`config.mk`:
```
export PLATFORM = sky130hd
export DESIGN_NAME = ttl_out_cmd_sender_flat
export DESIGN_NICKNAME = d
export VERILOG_FILES = /design/src/rtl/ttl_out_cmd_sender_if.sv /design/src/rtl/ttl_out_cmd_sender.sv /design/src/flat_wrapper.sv
export SDC_FILE = /design/constraint.sdc
export NUM_CORES = 1
export LEC_CHECK = 0
export CORE_UTILIZATION = 30
export CTS_CLUSTER_DIAMETER = 120
export CTS_CLUSTER_SIZE = 12
export DETAILED_ROUTE_END_ITERATION = 10
export PLACE_DENSITY = 0.58
export SLEW_MARGIN = 40
export SYNTH_ARGS = -nofsm -noshare
export SYNTH_HDL_FRONTEND = slang
export SYNTH_SLANG_ARGS = --single-unit
```
`constraint.sdc`:
```
create_clock -name sys_clk -period 2.12 [get_ports sys_clk]
set_input_delay 0.318 -clock sys_clk [delete_from_list [all_inputs] [get_ports sys_clk]]
set_output_delay 0.318 -clock sys_clk [all_outputs]
set_load 0.005 [all_outputs]
```
`src/rtl/ttl_out_cmd_sender_if.sv`:
```
// UART transmit handshake between the command sender (master) and the UART (slave).
// The UART raises busy after accepting a one-cycle en pulse and drops it when the byte is out.
`timescale 1ns/1ps
interface ttl_out_cmd_sender_if;
    logic       uart_en;
    logic [7:0] uart_data;
    logic       uart_busy;

    modport master (
        output uart_en,
        output uart_data,
        input  uart_busy
    );

    modport slave (
        input  uart_en,
        input  uart_data,
        output uart_busy
    );
endinterface

```
`src/rtl/ttl_out_cmd_sender.sv`:
```
// Sends two-byte LED commands ('a'/'b' then '1'..'4') for each state_in bit that differs from the remote copy; optional CMD_SENDER_RESYNC_EN adds a resync port.
// Latency: uart_en is asserted the cycle after a change is seen in IDLE; one command at a time, lowest LED first.
// Backpressure: waits for uart_busy to rise then fall per byte; if busy never rises, START_TIMEOUT cycles count as sent.
`timescale 1ns/1ps
module ttl_out_cmd_sender #(
    parameter int unsigned START_TIMEOUT = 15
) (
    input  logic                          sys_clk,
    input  logic                          sys_rst_n,
    input  logic [3:0]                    state_in,
`ifdef CMD_SENDER_RESYNC_EN
    input  logic                          resync,
`endif
    output logic                          cmd_busy,
    ttl_out_cmd_sender_if.master          uart
);

    typedef enum logic [1:0] {
        IDLE       = 2'd0,
        SEND       = 2'd1,
        WAIT_START = 2'd2,
        WAIT_DONE  = 2'd3
    } state_t;

    localparam logic [7:0] TIMEOUT_C = 8'(START_TIMEOUT);

    state_t     state_q;
    logic       byte_sel_q;
    logic [7:0] cnt_q;
    logic [3:0] sent_state_q;
    logic [1:0] idx_q;
    logic       pol_q;
    logic       uart_en_q;
    logic [7:0] uart_data_q;

    logic [3:0] pending_mask;
    logic [3:0] dirty_d;
    logic [1:0] dirty_idx_d;
    logic       byte_done_d;

`ifdef CMD_SENDER_RESYNC_EN
    logic [3:0] pending_resync_q;
    assign pending_mask = pending_resync_q;
`else
    assign pending_mask = 4'b0000;
`endif

    function automatic logic [1:0] lowest_idx(input logic [3:0] v);
        if (v[0])      return 2'd0;
        else if (v[1]) return 2'd1;
        else if (v[2]) return 2'd2;
        else           return 2'd3;
    endfunction

    function automatic logic [7:0] opcode_byte(input logic pol);
        return pol ? 8'h61 : 8'h62;
    endfunction

    always_comb begin
        dirty_d     = (state_in ^ sent_state_q) | pending_mask;
        dirty_idx_d = lowest_idx(dirty_d);
        byte_done_d = 1'b0;
        // A rising busy in WAIT_START wins over the timeout on the same cycle.
        case (state_q)
            WAIT_START: byte_done_d = !uart.uart_busy && ((cnt_q + 8'd1) == TIMEOUT_C);
            WAIT_DONE:  byte_done_d = !uart.uart_busy;
            default:    byte_done_d = 1'b0;
        endcase
    end

    always_ff @(posedge sys_clk or negedge sys_rst_n) begin
        if (!sys_rst_n) begin
            state_q          <= IDLE;
            byte_sel_q       <= 1'b0;
            cnt_q            <= 8'd0;
            sent_state_q     <= 4'b0000;
            idx_q            <= 2'd0;
            pol_q            <= 1'b0;
            uart_en_q        <= 1'b0;
            uart_data_q      <= 8'h00;
`ifdef CMD_SENDER_RESYNC_EN
            pending_resync_q <= 4'b0000;
`endif
        end else begin
            uart_en_q <= 1'b0;
            case (state_q)
                IDLE: begin
                    if (|dirty_d) begin
                        idx_q       <= dirty_idx_d;
                        pol_q       <= state_in[dirty_idx_d];
                        byte_sel_q  <= 1'b0;
                        uart_en_q   <= 1'b1;
                        uart_data_q <= opcode_byte(state_in[dirty_idx_d]);
                        state_q     <= SEND;
                    end
                end
                SEND: begin
                    cnt_q   <= 8'd0;
                    state_q <= WAIT_START;
                end
                WAIT_START: begin
                    if (uart.uart_busy) state_q <= WAIT_DONE;
                    else                cnt_q   <= cnt_q + 8'd1;
                end
                default: ;
            endcase

            // Completion of a byte overrides the per-state transitions above.
            if (byte_done_d) begin
                if (!byte_sel_q) begin
                    byte_sel_q  <= 1'b1;
                    uart_en_q   <= 1'b1;
                    uart_data_q <= 8'h31 + {6'd0, idx_q};
                    state_q     <= SEND;
                end else begin
                    sent_state_q[idx_q] <= pol_q;
`ifdef CMD_SENDER_RESYNC_EN
                    pending_resync_q[idx_q] <= 1'b0;
`endif
                    state_q <= IDLE;
                end
            end

`ifdef CMD_SENDER_RESYNC_EN
            if (resync) pending_resync_q <= 4'b1111;
`endif
        end
    end

    assign uart.uart_en   = uart_en_q;
    assign uart.uart_data = uart_data_q;
    assign cmd_busy       = (state_q != IDLE);

endmodule
```
`src/flat_wrapper.sv`:
```
// flat-port wrapper written by rule: the top's interface ports become plain ports
module ttl_out_cmd_sender_flat 
#(
    parameter int unsigned START_TIMEOUT = 15
)
  (sys_clk, sys_rst_n, state_in, cmd_busy, uart_uart_en, uart_uart_data, uart_uart_busy);
  ttl_out_cmd_sender_if uart_i ();
  input  logic sys_clk;
  input  logic sys_rst_n;
  input  logic [3:0] state_in;
  output logic cmd_busy;
  output wire logic [$bits(uart_i.uart_en)-1:0] uart_uart_en;
  output wire logic [$bits(uart_i.uart_data)-1:0] uart_uart_data;
  input wire logic [$bits(uart_i.uart_busy)-1:0] uart_uart_busy;
  assign uart_uart_en = uart_i.uart_en;
  assign uart_uart_data = uart_i.uart_data;
  assign uart_i.uart_busy = uart_uart_busy;
  ttl_out_cmd_sender #(.START_TIMEOUT(START_TIMEOUT)) u_core (.sys_clk(sys_clk), .sys_rst_n(sys_rst_n), .state_in(state_in), .cmd_busy(cmd_busy), .uart(uart_i));
endmodule
```
==> results of run 1 <==
## worst max path at each step
| stage | to | cells past startpoint | slack, ns | from |
|---|---|---|---|---|
| after floorplan | u_core.uart.uart_data[0]$_DFF_PN0_ | 8 | -0.07 | u_core.state_q[0]$_DFFE_PN0P_ |
| after global placement | u_core.sent_state_q[0]$_DFFE_PN0P_ | 7 | -0.12 | uart_uart_busy |
| after detailed placement | u_core.sent_state_q[2]$_DFFE_PN0P_ | 7 | -0.16 | uart_uart_busy |
| after CTS | u_core.sent_state_q[2]$_DFFE_PN0P_ | 7 | 0.07 | u_core.cnt_q[1]$_DFFE_PN0P_ |
| after global routing | u_core.sent_state_q[2]$_DFFE_PN0P_ | 7 | 0.008 | u_core.cnt_q[0]$_DFFE_PN0P_ |
| final | u_core.sent_state_q[2]$_DFFE_PN0P_ | 6 | 0.11 | u_core.cnt_q[1]$_DFFE_PN0P_ |
## stage by stage
| stage | power [mW] | setup TNS [ns] | area, um2 | hold slack, ns |
|---|---|---|---|---|
| 2_1_floorplan | 1.50 | -0.0654 | 1630 | 0.0224 |
| 3_3_place_gp | 1.93 | -0.909 | 2000 | 0.458 |
| 3_5_place_dp | 1.95 | -1.35 | 2000 | 0.459 |
| 4_1_cts | 2.28 | 0 | 2050 | 0.425 |
| 5_1_grt | 2.45 | 0 | 2070 | 0.447 |
| 6_report | 2.25 | 0 | 2070 | 0.413 |
## report_power, final
part	switching [mW]	internal (mW)	leakage (nW)
clock network	0.175	0.138	0.0261
registers	0.125	0.664	0.341
logic	0.603	0.547	0.569
## metal layers
| layer | vias up | share of wire | global-route usage |
|---|---|---|---|
| li1 | 661 | - | - |
| met1 | 629 | 0.49 | 0.181 |
| met2 | 16 | 0.48 | 0.223 |
| met3 | 2 | 0.025 | 0.0278 |
| met4 | 0 | 0.0040 | 0.0185 |
| met5 | - | 0 | 0 |
## critical path: stages, from the launching register on
cell,delay [ns]
dfrtp_1,0.45
and4_1,0.28
a211o_4,0.39
a221oi_4,0.33
buf_4,0.18
nor2_2,0.06
o31ai_1,0.23
## cell families after synthesis
family          count (synthesis)
simple gates                   49
compound gates                 48
flops                          27
buf+inv                        16
fa+ha+maj                      12
mux                             7
xor+xnor                        6
## sequential cells by signal, summed over array words and instances, names as in the netlist
register,count
u_core.pol_q,1
u_core.cnt_q,8
u_core.sent_state_q,4
u_core.uart.uart_en,1
u_core.idx_q,2
u_core.uart.uart_data,8
u_core.byte_sel_q,1
u_core.state_q,2
## area by class of cell
class / count / area, um2
clock buffer: 3 / 41.3
clock inverter: 1 / 8.76
fill: 522 / 3100
inverter: 12 / 45.0
multi-input combinational: 122 / 902
sequential: 27 / 678
tap: 70 / 87.6
timing repair buffer: 36 / 310
## synth_stat cells, types with 2 or more instances
cell	n
nor3_1	2
nand2b_1	2
dfrtp_1	27
o221ai_1	4
xor2_1	5
o31ai_1	6
nor2_1	9
a21o_1	6
clkbuf_1	3
nor2b_1	4
o21ai_1	3
ha_1	11
inv_1	12
nand3_1	2
and3_1	3
mux2i_1	6
nand2_1	17
a21oi_1	6
o21ai_0	13
nand3b_1	2
nand4_1	3
## what timing repair did
item / in CTS / in global routing
buffers inserted: 0 / 1
resized for setup: 0 / 4
setup endpoints to repair: 0 / 7
==> summary.md, run 1 <==
| Metric | Value |
|---|---|
| # setup viols final | 0 |
| First-pass GRT wire length | 5800 um |
| TritonCTS clock tree | done |
| Largest area contributor in the netlist | dfrtp_1 |
| Pins over their slew limit | 0 |
| ANT cells | 0 |
| Final ANT Viol Nets | 0 |
| Share of flip-flops with an asynchronous set or reset | 1.00 |
| Clk sinks | 27 |
| Slew headroom | 0.762 |
| Worst R2R Setup Slack | 0.11 ns |
| Total core area | 0.00517 mm2 |
| CTS Hold Bufs | 0 |
| Mapped Avg Cell Area | 9.83 um2 |
| Critical Path Sink Type | register |
| Initial DRT Pass Iterations | 4 |
| Ports | 17 |
| Post-Syn Area | 0.00162 mm2 |
| Die X | 75.5 um |
| TritonCTS Buffers | 3 |
| Residual DRC count | 0 |
| Post-synthesis compound-gate area fraction | 0.217 |
| Root buffer cell | clkbuf_8 |
| Nets@finish | 220 |
| Starting density of the core | 0.313 |
| Flops & latches, synth | 27 |
| Most frequent cells in the layout | 25 x dfrtp_1, 20 x buf_4, 17 x nand2_1 |
| Top post-synthesis cells by area | dfrtp_1 42%, ha_1 8.5%, o21ai_0 4.0% |
| Worst reg2reg path depth | 6 |
| CP Data Arrival Time | 2.20 ns |
| VDD IR max | 640 uV |
| Synth-to-layout area growth | 27.9% |
| GR Util All Layers | 0.133 |
| Post-Synth Adder-Cell Area | 0.0910 |
| Synthesized Nets | 183 |
| Largest family of logic cells by synthesized area | compound AO/OA/AOI/OAI gates |
| Leak | 0.936 nW |
| Slew @ Worst Pin | 0.355 ns |
| Reg-to-Reg End | u_core.sent_state_q[2]$_DFFE_PN0P_ |
| Initial antenna violation count | 0 |
| Hpwl dp | 2570 um |
| Synth unique cells | 40 |
| Crit Reg-Reg Startpoint | u_core.cnt_q[1]$_DFFE_PN0P_ |
| CP max FO | 7 |
| Vias in the first global route | 1269 |
| RSZ-0062 raised after global routing | no |
| Die area | 0.00570 mm2 |
| Yosys top cell area share | 0.417 |
| Core Util, Final | 0.401 |
| Post-Synth XOR/XNOR Area | 0.0324 |
| Critical path start-end classification | register to register |
| MaxCap Viol Count | 0 |
| Mux cell area share after synthesis | 0.0463 |
| Setup Slack @ Placement | -0.164 ns |
| Final-report hold violation count | 0 |
| Die height | 75.5 um |
| # port buffers | 16 |
| PnR worst setup slack | 0.109 ns |
| Max Clock Skew | 0.00703 ns |
| Ys Warns | 0 |
| Skew-Pair Late Insertion Delay | 0.28 ns |
| Period utilization | 0.948 |
| Ratio of cells with drive above 1 in the final layout | 0.179 |
| Num rows | 26 |
| WL/cell | 12.8 um |
| Primary FF master, synth | dfrtp_1 |
| Reg clk slew, reported paths | 0.10 ns |
| Status | completed |
| Worst Path Required | 2.31 ns |
| Fmax achieved | 497 MHz |
| Total Wirelength | 3470 um |
| Mapped Cells | 165 |
| Total gr overflow | 0 |
| H-tree depth | 1 |
| Largest net degree at the start of global routing | 28 |
| Placer Congestion | 0.715 |
| Initial drt markers | 40 |
| Synth Area in Simple Gates | 0.155 |
| Min-Delay Path Class | input port to async pin |
| Drt via density | 4.83 |
| Longest Clk Path Bufs | 2 |
| Minimum clock period | 2.01 ns |
| Non-filler instance count after layout | 271 |
| Power per Cell Area | 1090 mW/mm2 |
| Commonest non-fill, non-tap cell in the layout | dfrtp_1 |
| Placed cell count | 266 |
| EDFF count, synth | 0 |
| Vias | 1308 |
| Sequential area share after synthesis | 0.417 |
| Setup crit start kind | register |
Note: power is estimated with default switching activity, not from simulation.
==> run 2, diff against run 1 <==
- CAP_MARGIN: not set -> 20
- RECOVER_POWER: not set -> 100
- SLEW_MARGIN: 40 -> not set
==> run 2 against run 1 <==
Compared with the run above: die area is the same; register-to-register slack about the same; utilization shrank 0.56 points; highest routed layer unchanged.
==> summary.md, run 2 (synthesized netlist as in run 1, its figures left out) <==
| Metric | Value |
|---|---|
| Status | completed |
| Fill cells | 530 (+1.5%) |
| MaxCap Viol Count | 0 (unchanged) |
| Leak | 0.921 nW (-1.6%) |
| Critical path start-end classification | register to register |
| Minimum clock period | 2.01 ns (+0.00242 ns) |
| Initial antenna violation count | 0 (unchanged) |
| Min-Delay Path Class | register to register |
| Vias | 1306 (-0.15%) |
| Root buffer cell | clkbuf_8 |
| ANT cells | 0 (unchanged) |
| Register Area | 678 um2 (unchanged) |
| Power per Cell Area | 1080 mW/mm2 (-0.98%) |
| Longest Clk Path Bufs | 2 (unchanged) |
| Starting density of the core | 0.313 (unchanged) |
| Final ANT Viol Nets | 0 (unchanged) |
| Clk sinks | 27 (unchanged) |
| Cell Area, Placed | 0.00200 mm2 (unchanged) |
| Commonest non-fill, non-tap cell in the layout | dfrtp_1 |
| Setup Slack @ Placement | -0.164 ns (unchanged) |
| RSZ-0062 raised after global routing | no |
| Total core area | 0.00517 mm2 (unchanged) |
| Reg clk slew, reported paths | 0.10 ns (about the same) |
| Initial drt markers | 52 (+30%) |
| Total gr overflow | 0 (unchanged) |
| Hpwl dp | 2570 um (unchanged) |
| CP max FO | 7 (unchanged) |
| Final-report hold violation count | 0 (unchanged) |
| Critical Path Sink Type | register |
| PnR worst setup slack | 0.107 ns (-0.00242 ns) |
| Pins over their slew limit | 0 (unchanged) |
| Hold slack | 0.479 ns (+0.0662 ns) |
| Worst path slowest cell | dfrtp_1 |
| Die height | 75.5 um (unchanged) |
| Vias in the first global route | 1269 (unchanged) |
| TritonCTS Buffers | 3 (unchanged) |
| First-pass GRT wire length | 5800 um (unchanged) |
| Ports | 17 (unchanged) |
| Core Util, Final | 0.395 (-0.00556) |
| Slew @ Worst Pin | 0.684 ns (+0.329 ns) |
| Die area | 0.00570 mm2 (unchanged) |
| H-tree depth | 1 (unchanged) |
| CP Data Arrival Time | 2.18 ns (-0.02 ns) |
| Placer Congestion | 0.715 (unchanged) |
| Die X | 75.5 um (unchanged) |
| CTS Hold Bufs | 0 (unchanged) |
| Crit-path cells | and4_1 > a211o_4 > a221oi_4 > o21ai_2 > mux2_1 |
| Synth-to-layout area growth | 26.1% |
| Total Wirelength | 3470 um (about the same) |
| VDD IR max | 589 uV (-8.0%) |
| Worst path max stage delay | 0.45 ns (about the same) |
| Skew-Pair Late Insertion Delay | 0.28 ns (about the same) |
| Fmax achieved | 497 MHz (-0.12%) |
| Setup crit start kind | register |
| Period utilization | 0.950 (+0.00114) |
| Initial DRT Pass Iterations | 4 (unchanged) |
| Total power | 2.20 mW (-2.4%) |
| # port buffers | 16 (unchanged) |
| Most frequent cells in the layout | 25 x dfrtp_1, 17 x nand2_1, 15 x buf_4 |
| Drt via density | 4.82 (-0.15%) |
| Design Area, Final | 0.00204 mm2 (-1.4%) |
| Nets@finish | 220 (unchanged) |
| Largest net degree at the start of global routing | 28 (unchanged) |
| Max Clock Skew | 0.00820 ns (+0.00116 ns) |
| TritonCTS clock tree | done |
| WL/cell | 12.8 um (about the same) |
| GR Util All Layers | 0.133 (unchanged) |
| Slew headroom | 0.544 (-0.218) |
| Multi-input logic area | 891 um2 (-1.2%) |
| Num rows | 26 (unchanged) |
| Worst Path Required | 2.29 ns (-0.02 ns) |
| Ratio of cells with drive above 1 in the final layout | 0.154 (-0.0249) |
| Residual DRC count | 0 (unchanged) |
| # setup viols final | 0 (unchanged) |
-- run 2: final cells by class --
class / instances / share of cell area
multi-input cells: 122 / 0.436
flip-flops and latches: 27 / 0.332
repair buffers: 36 / 0.143
well taps: 70 / 0.0428
inverters: 12 / 0.0220
clock buffers: 3 / 0.0202
clock inverters: 1 / 0.00428
-- run 2: power breakdown --
part	internal [mW]	total, mW	switching (mW)
logic	0.503	1.10	0.596
registers	0.664	0.787	0.123
clock network	0.138	0.313	0.175
total	1.30	2.20	0.894
-- run 2: routing by layer --
| metal | part of all wire | routed length (um) | up-vias | GRT usage |
|---|---|---|---|---|
| met2 | 0.48 | 1680 | 15 | 0.223 |
| li1 | - | - | 662 | - |
| met4 | 0.0040 | 14 | 0 | 0.0185 |
| met3 | 0.024 | 85 | 2 | 0.0278 |
| met1 | 0.49 | 1700 | 627 | 0.181 |
| met5 | 0 | 0 | - | 0 |
-- run 2: worst max-delay path, delay by kind of cell, from the launching register on --
kind	cells	cell delay (ns)
flip-flops	1	0.45
multiplexers	1	0.33
AO/OA/AOI/OAI	3	0.84
AND/OR/NAND/NOR	1	0.28
-- run 2: final timing paths --
| path | endpoint | cells after the start | startpoint | slack [ns] |
|---|---|---|---|---|
| setup / recovery | u_core.uart.uart_data[0]$_DFF_PN0_ | 5 | u_core.cnt_q[1]$_DFFE_PN0P_ | 0.11 |
| hold / removal | u_core.uart.uart_data[5]$_DFF_PN0_ | 1 | u_core.uart.uart_data[5]$_DFF_PN0_ | 0.48 |
| setup reg to reg | u_core.uart.uart_data[0]$_DFF_PN0_ | 5 | u_core.cnt_q[1]$_DFFE_PN0P_ | 0.11 |
| hold reg to reg | u_core.uart.uart_data[5]$_DFF_PN0_ | 1 | u_core.uart.uart_data[5]$_DFF_PN0_ | 0.48 |
| max in group asynchronous | u_core.state_q[1]$_DFFE_PN0P_ | 2 | sys_rst_n | 1.04 |
| min in group asynchronous | u_core.cnt_q[3]$_DFFE_PN0P_ | 2 | sys_rst_n | 0.60 |
-- run 2: repair_timing --
item	CTS	global route
setup buffers	0	1
resized for setup	0	4
endpoints found under the setup margin	0	7
-- run 2: through the flow --
| stage | setup TNS (ns) | std cells |
|---|---|---|
| after detailed placement | -1.35 | 266 |
| after global routing | 0 | 271 |
| after global placement | -0.909 | 266 |
| after floorplan | -0.0654 | 165 |
| after CTS | 0 | 270 |
| final | 0 | 271 |
